File: src/rtl/elm_index_sequencer_if.sv
// Control inputs and index/status outputs of elm_index_sequencer; master is the sequencer side.
// ELM_SEQ_STALL_CNT_EN adds the 16-bit stall_cnt observation output.
interface elm_index_sequencer_if #(
    parameter int COL_W = 5,
    parameter int ROW_W = 5
);
    logic             start;
    logic             stall;
    logic             abort;
    logic [COL_W-1:0] col_idx;
    logic [ROW_W-1:0] row_idx;
    logic             idx_valid;
    logic             row_end;
    logic             busy;
    logic             done;
`ifdef ELM_SEQ_STALL_CNT_EN
    logic [15:0]      stall_cnt;

    modport master (
        input  start, stall, abort,
        output col_idx, row_idx, idx_valid, row_end, busy, done, stall_cnt
    );
    modport slave (
        output start, stall, abort,
        input  col_idx, row_idx, idx_valid, row_end, busy, done, stall_cnt
    );
`else
    modport master (
        input  start, stall, abort,
        output col_idx, row_idx, idx_valid, row_end, busy, done
    );
    modport slave (
        output start, stall, abort,
        input  col_idx, row_idx, idx_valid, row_end, busy, done
    );
`endif
endinterface

File: src/rtl/elm_index_sequencer.sv
// Two-level column/row index walker with MUL_LAT drain and a one-cycle done pulse; stall holds indices in RUN.
// Indices/flags are registered state, idx_valid is combinational; ELM_SEQ_STALL_CNT_EN adds a saturating stall counter.
module elm_index_sequencer #(
    parameter int COL_W     = 5,
    parameter int ROW_W     = 5,
    parameter int COL_START = 1,
    parameter int COL_LAST  = 25,
    parameter int ROW_LAST  = 9,
    parameter int MUL_LAT   = 2
) (
    input  logic                  clk,
    input  logic                  rst,
    elm_index_sequencer_if.master bus
);
    typedef enum logic [1:0] {IDLE, RUN, DRAIN, DONE} state_t;

    localparam int DW = (MUL_LAT > 1) ? $clog2(MUL_LAT) : 1;
    localparam logic [COL_W-1:0] C_FIRST = COL_W'(COL_START);
    localparam logic [COL_W-1:0] C_LAST  = COL_W'(COL_LAST);
    localparam logic [ROW_W-1:0] R_LAST  = ROW_W'(ROW_LAST);
    localparam logic [DW-1:0]    D_LAST  = DW'((MUL_LAT > 0) ? MUL_LAT - 1 : 0);

    state_t           state, state_nxt;
    logic [COL_W-1:0] col_q, col_nxt;
    logic [ROW_W-1:0] row_q, row_nxt;
    logic [DW-1:0]    drain_q, drain_nxt;
    logic             idx_valid;
    logic             col_at_last;
    logic             last_pair;

    assign idx_valid   = (state == RUN) && !bus.stall;
    assign col_at_last = (col_q == C_LAST);
    assign last_pair   = idx_valid && col_at_last && (row_q == R_LAST);

    always_ff @(posedge clk or posedge rst) begin
        if (rst) begin
            state   <= IDLE;
            col_q   <= C_FIRST;
            row_q   <= '0;
            drain_q <= '0;
        end else begin
            state   <= state_nxt;
            col_q   <= col_nxt;
            row_q   <= row_nxt;
            drain_q <= drain_nxt;
        end
    end

    always_comb begin
        state_nxt = state;
        col_nxt   = col_q;
        row_nxt   = row_q;
        drain_nxt = drain_q;
        case (state)
            IDLE: begin
                if (bus.start) begin
                    state_nxt = RUN;
                    col_nxt   = C_FIRST;
                    row_nxt   = '0;
                end
            end
            RUN: begin
                // Final pair leaves the indices parked at (COL_LAST, ROW_LAST).
                if (last_pair) begin
                    drain_nxt = '0;
                    if (MUL_LAT > 0) state_nxt = DRAIN;
                    else             state_nxt = DONE;
                end else if (idx_valid) begin
                    if (col_at_last) begin
                        col_nxt = C_FIRST;
                        row_nxt = row_q + ROW_W'(1);
                    end else begin
                        col_nxt = col_q + COL_W'(1);
                    end
                end
            end
            DRAIN: begin
                if (drain_q == D_LAST) state_nxt = DONE;
                else                   drain_nxt = drain_q + DW'(1);
            end
            DONE: begin
                state_nxt = IDLE;
                col_nxt   = C_FIRST;
                row_nxt   = '0;
            end
            default: state_nxt = IDLE;
        endcase
        if (bus.abort) begin
            state_nxt = IDLE;
            col_nxt   = C_FIRST;
            row_nxt   = '0;
        end
    end

    assign bus.col_idx   = col_q;
    assign bus.row_idx   = row_q;
    assign bus.idx_valid = idx_valid;
    assign bus.row_end   = idx_valid && col_at_last;
    assign bus.busy      = (state == RUN) || (state == DRAIN);
    assign bus.done      = (state == DONE);

`ifdef ELM_SEQ_STALL_CNT_EN
    logic [15:0] stall_cnt_q;

    always_ff @(posedge clk or posedge rst) begin
        if (rst) begin
            stall_cnt_q <= '0;
        end else if (state == IDLE && bus.start && !bus.abort) begin
            stall_cnt_q <= '0;
        end else if (state == RUN && bus.stall && stall_cnt_q != 16'hFFFF) begin
            stall_cnt_q <= stall_cnt_q + 16'd1;
        end
    end

    assign bus.stall_cnt = stall_cnt_q;
`endif
endmodule

File: src/flat_wrapper.sv
// flat-port wrapper written by rule: the top's interface ports become plain ports
module elm_index_sequencer_flat 
#(
    parameter int COL_W     = 5,
    parameter int ROW_W     = 5,
    parameter int COL_START = 1,
    parameter int COL_LAST  = 25,
    parameter int ROW_LAST  = 9,
    parameter int MUL_LAT   = 2
)
  (clk, rst, bus_start, bus_stall, bus_abort, bus_col_idx, bus_row_idx, bus_idx_valid, bus_row_end, bus_busy, bus_done);
  elm_index_sequencer_if #(.COL_W(COL_W), .ROW_W(ROW_W)) bus_i ();
  input  logic clk;
  input  logic rst;
  input wire logic [$bits(bus_i.start)-1:0] bus_start;
  input wire logic [$bits(bus_i.stall)-1:0] bus_stall;
  input wire logic [$bits(bus_i.abort)-1:0] bus_abort;
  output wire logic [$bits(bus_i.col_idx)-1:0] bus_col_idx;
  output wire logic [$bits(bus_i.row_idx)-1:0] bus_row_idx;
  output wire logic [$bits(bus_i.idx_valid)-1:0] bus_idx_valid;
  output wire logic [$bits(bus_i.row_end)-1:0] bus_row_end;
  output wire logic [$bits(bus_i.busy)-1:0] bus_busy;
  output wire logic [$bits(bus_i.done)-1:0] bus_done;
  assign bus_i.start = bus_start;
  assign bus_i.stall = bus_stall;
  assign bus_i.abort = bus_abort;
  assign bus_col_idx = bus_i.col_idx;
  assign bus_row_idx = bus_i.row_idx;
  assign bus_idx_valid = bus_i.idx_valid;
  assign bus_row_end = bus_i.row_end;
  assign bus_busy = bus_i.busy;
  assign bus_done = bus_i.done;
  elm_index_sequencer #(.COL_W(COL_W), .ROW_W(ROW_W), .COL_START(COL_START), .COL_LAST(COL_LAST), .ROW_LAST(ROW_LAST), .MUL_LAT(MUL_LAT)) u_core (.clk(clk), .rst(rst), .bus(bus_i));
endmodule
File: config.mk
export PLATFORM = sky130hd
export DESIGN_NAME = elm_index_sequencer_flat
export DESIGN_NICKNAME = d
export VERILOG_FILES = /design/src/rtl/elm_index_sequencer_if.sv /design/src/rtl/elm_index_sequencer.sv /design/src/flat_wrapper.sv
export SDC_FILE = /design/constraint.sdc
export NUM_CORES = 1
export LEC_CHECK = 0
export CAP_MARGIN = 30
export CORE_MARGIN = 4
export CORE_UTILIZATION = 51
export CTS_BUF_LIST = sky130_fd_sc_hd__clkbuf_8
export DETAILED_ROUTE_END_ITERATION = 12
export PLACE_DENSITY = 0.79
export SLEW_MARGIN = 0
export SYNTH_ARGS = -nofsm -noshare
export SYNTH_HDL_FRONTEND = slang
export SYNTH_SLANG_ARGS = --single-unit
export TNS_END_PERCENT = 50
File: constraint.sdc
create_clock -name clk -period 1.9 [get_ports clk]
set_input_delay 0.285 -clock clk [delete_from_list [all_inputs] [get_ports clk]]
set_output_delay 0.285 -clock clk [all_outputs]
set_load 0.05 [all_outputs]
==> impl_metrics.csv <==
group,metric,value,unit
outcome,outcome,"finished, final reports clean",
sta,finClkSkew,0.001340,ns
logic_synthesis,synth_top_cell_by_area,"dfrtp_1",
sta,setup_violations,0,
floorplanning,core_area,1559,sq um
logic_synthesis,syn_inst,92,
worst_setup_path,start_kind,"flop",
grt,grt-ovfl-total,0,
floorplanning,die-area,2444,sq um
grt,track_usage,0.1946,
sta,fmax,535.9,MHz
cts,htreeDepth,1,
floorplanning,pin_count,19,
logic_synthesis,ys_ff_latch,13,
logic_synthesis,ys.flop_type,"dfrtp_1",
worst_setup_path,worstSetupEndpointType,"flop",
worst_setup_path,path_max_fanout,5,
worst_setup_path,arrival,2.00,ns
logic_synthesis,syn_area,875.8,sq um
logic_synthesis,synth_area_leaders,"dfrtp_1 34%, ha_1 11%, o31ai_1 8.6%",
cts,cts.sinks,13,
cts,cts_buffer_depth,2,
grt,grt_pass1_vias,887,
floorplanning,die_w,49.44,microns
cts,clkTransAtPathRegs,0.06,ns
worst_setup_path,path_class,"flop to flop",
logic_synthesis,yosys_warnings,0,
pwr,powerDensity,1321,nW/um^2
finish,synthToLayoutAreaGrowth,50.00,%
pwr,ir_drop,1088,uV
grt,grt_pass1_wl,3753,microns
placed_design,place.gp.congestion,0.8139,
pwr,p_leak,0.0005674,uW
job,max_cap_violations,0,
logic_synthesis,synth_common_cells,"12 x dfrtp_1, 10 x o31ai_1, 8 x ha_1",
routing,drcViolationCount,0,
logic_synthesis,ys_seq_area_frac,0.3729,
logic_synthesis,syn_nets,105,
placed_design,port_buffers,18,
logic_synthesis,synth-edff-count,0,
placed_design,dpl.cell_count,132,
sta,rsz0062_at_grt,"true",
worst_setup_path,required,2.04,ns
grt,grt_max_degree,14,
sta,max_slew_margin,0.6462,
routing,wire_per_inst,17.48,microns
cts,clock_latency,0.25,ns
worst_hold_path,hold_class,"input port to asynchronous set/reset pin",
sta,period_minus_slack,1.866,ns
logic_synthesis,synthArstFlopShare,1.000,
logic_synthesis,yosysUniqueCellTypes,32,
routing,vias_per_cell,6.340,
floorplanning,die_h,49.44,microns
cts,numCtsBuffers,3,
finish,final_cells,141,
cts,cts_root_buf,"clkbuf_8",
floorplanning,start_util,0.5618,
sta,post-route-period-util,0.9822,
cts,cts_hold_buf,0,
sta,maxSlewViolCount,0,
routing,drt-initial-drc-count,24,
floorplanning,rows,14,
logic_synthesis,yosysTopAreaCellShare,0.3429,
routing,ant_nets,0,
finish,fillCellCount,92,
sta,hold_viol_final,0,
routing,dr.pass1.iters,4,
routing,num_vias,894,
placed_design,place_hpwl,1652,microns
routing,wl,2465,microns
worst_setup_path,r2r_slack,0.03,ns
sta,fin_ws,0.03389,ns
sta,tightestPinTransition,0.5301,ns
cts,cts_tree,"done",
finish,drive_gt1_frac,0.3120,
logic_synthesis,synth_most_common_cell,"dfrtp_1",
finish,fin_nets,139,
placed_design,dp_slack,0.03780,ns
grt,antenna_found_initial,0,
logic_synthesis,syn_area_per_cell,9.520,sq um
finish,diodes,0,
-- flip-flops by register name (all words and copies together), names as in the netlist --
register,cells
u_core.state,2
u_core.drain_q,1
u_core.bus.col_idx,5
u_core.bus.row_idx,5
-- cell families (layout without fill, tap and decap cells) --
kind of cell	after synthesis	in the layout	share of synthesized area
adders and majority gates	8	8	0.1143
AOI/OAI and AO/OA	27	27	0.2300
buffers and inverters	9	42	0.04286
DFF	13	13	0.3729
and+or+nand+nor	35	35	0.2400
-- worst max-delay path, stage by stage (launching register included) --
cell,delay (ns)
dfrtp_2,0.45
buf_6,0.13
ha_1,0.19
or3_1,0.30
a31oi_1,0.18
buf_4,0.18
clkbuf_16,0.14
o31ai_1,0.08
o31ai_1,0.10
-- cells in the final DEF, fill, tap and decap left out, drive strengths merged --
cell type,n
o21a,1
o21ai,5
and3,1
o41ai,2
a21o,1
clkdlybuf4s50,10
and4b,1
o22ai,1
a22o,1
nor2,4
clkbuf,4
a21oi,1
o221ai,2
nand4bb,1
dfrtp,12
or2,2
or3b,1
nand2,7
nand4b,2
o31ai,11
dfstp,1
nand3,3
nand2b,5
inv,8
ha,8
nand4,1
a31oi,2
nor2b,2
buf,20
or3,3
nor4,2
-- final timing paths --
kind / start / endpoint / cells after the start
setup / recovery: u_core.state[0] / u_core.bus.row_idx[2] / 8
hold / removal: rst / u_core.state[1] / 2
setup reg to reg: u_core.state[0] / u_core.bus.row_idx[2] / 8
hold reg to reg: u_core.drain_q / u_core.drain_q / 2
max in group asynchronous: rst / u_core.bus.col_idx[1] / 2
min in group clk: u_core.drain_q / u_core.drain_q / 2
-- metal layers --
| layer | track usage | vias up | wire, microns |
|---|---|---|---|
| li1 | - | 413 | - |
| met1 | 0.2216 | 448 | 1049 |
| met2 | 0.3616 | 29 | 1283 |
| met3 | 0.03058 | 4 | 95 |
| met4 | 0.06912 | 0 | 37 |
| met5 | 0 | - | 0 |
-- repair_timing --
item / 4_1_cts / 5_1_grt
endpoints found under the setup margin: 1 / 11
pin swaps: 0 / 2
resized for setup: 1 / 10
cloned: 0 / 1
setup buffers: 2 / 2
-- area by class of cell --
type	count	area, sq um	area share
Multi-Input combinational cell	70	560.5	0.4267
Inverter	7	26.28	0.02000
Tap cell	16	20.02	0.01524
Clock inverter	1	3.754	0.002857
Sequential cell	13	332.8	0.2533
Timing Repair Buffer	31	329.1	0.2505
Clock buffer	3	41.29	0.03143
-- through the flow --
step / power [uW] / area, sq um / utilization / TNS (ns) / hold WS, ns
after floorplan: 971.6 / 895.9 / - / -0.02261 / 0.1612
after global placement: 1301 / 1175 / 0.7536 / 0 / 0.4958
after detailed placement: 1326 / 1175 / 0.7536 / 0 / 0.4996
after CTS: 1581 / 1237 / 0.7937 / 0 / 0.4046
after global routing: 1832 / 1314 / 0.8427 / -0.2574 / 0.4337
final: 1735 / 1314 / 0.8427 / 0 / 0.3824
-- power by group --
part           switching, uW  leakage (uW)  internal [uW]  total, uW
combinational            582      0.000372            493       1070
sequential              62.3      0.000169            349        412
clock                    106     0.0000269            143        249
total                    750      0.000567            985       1740
Note: power is estimated with default switching activity, not from simulation.
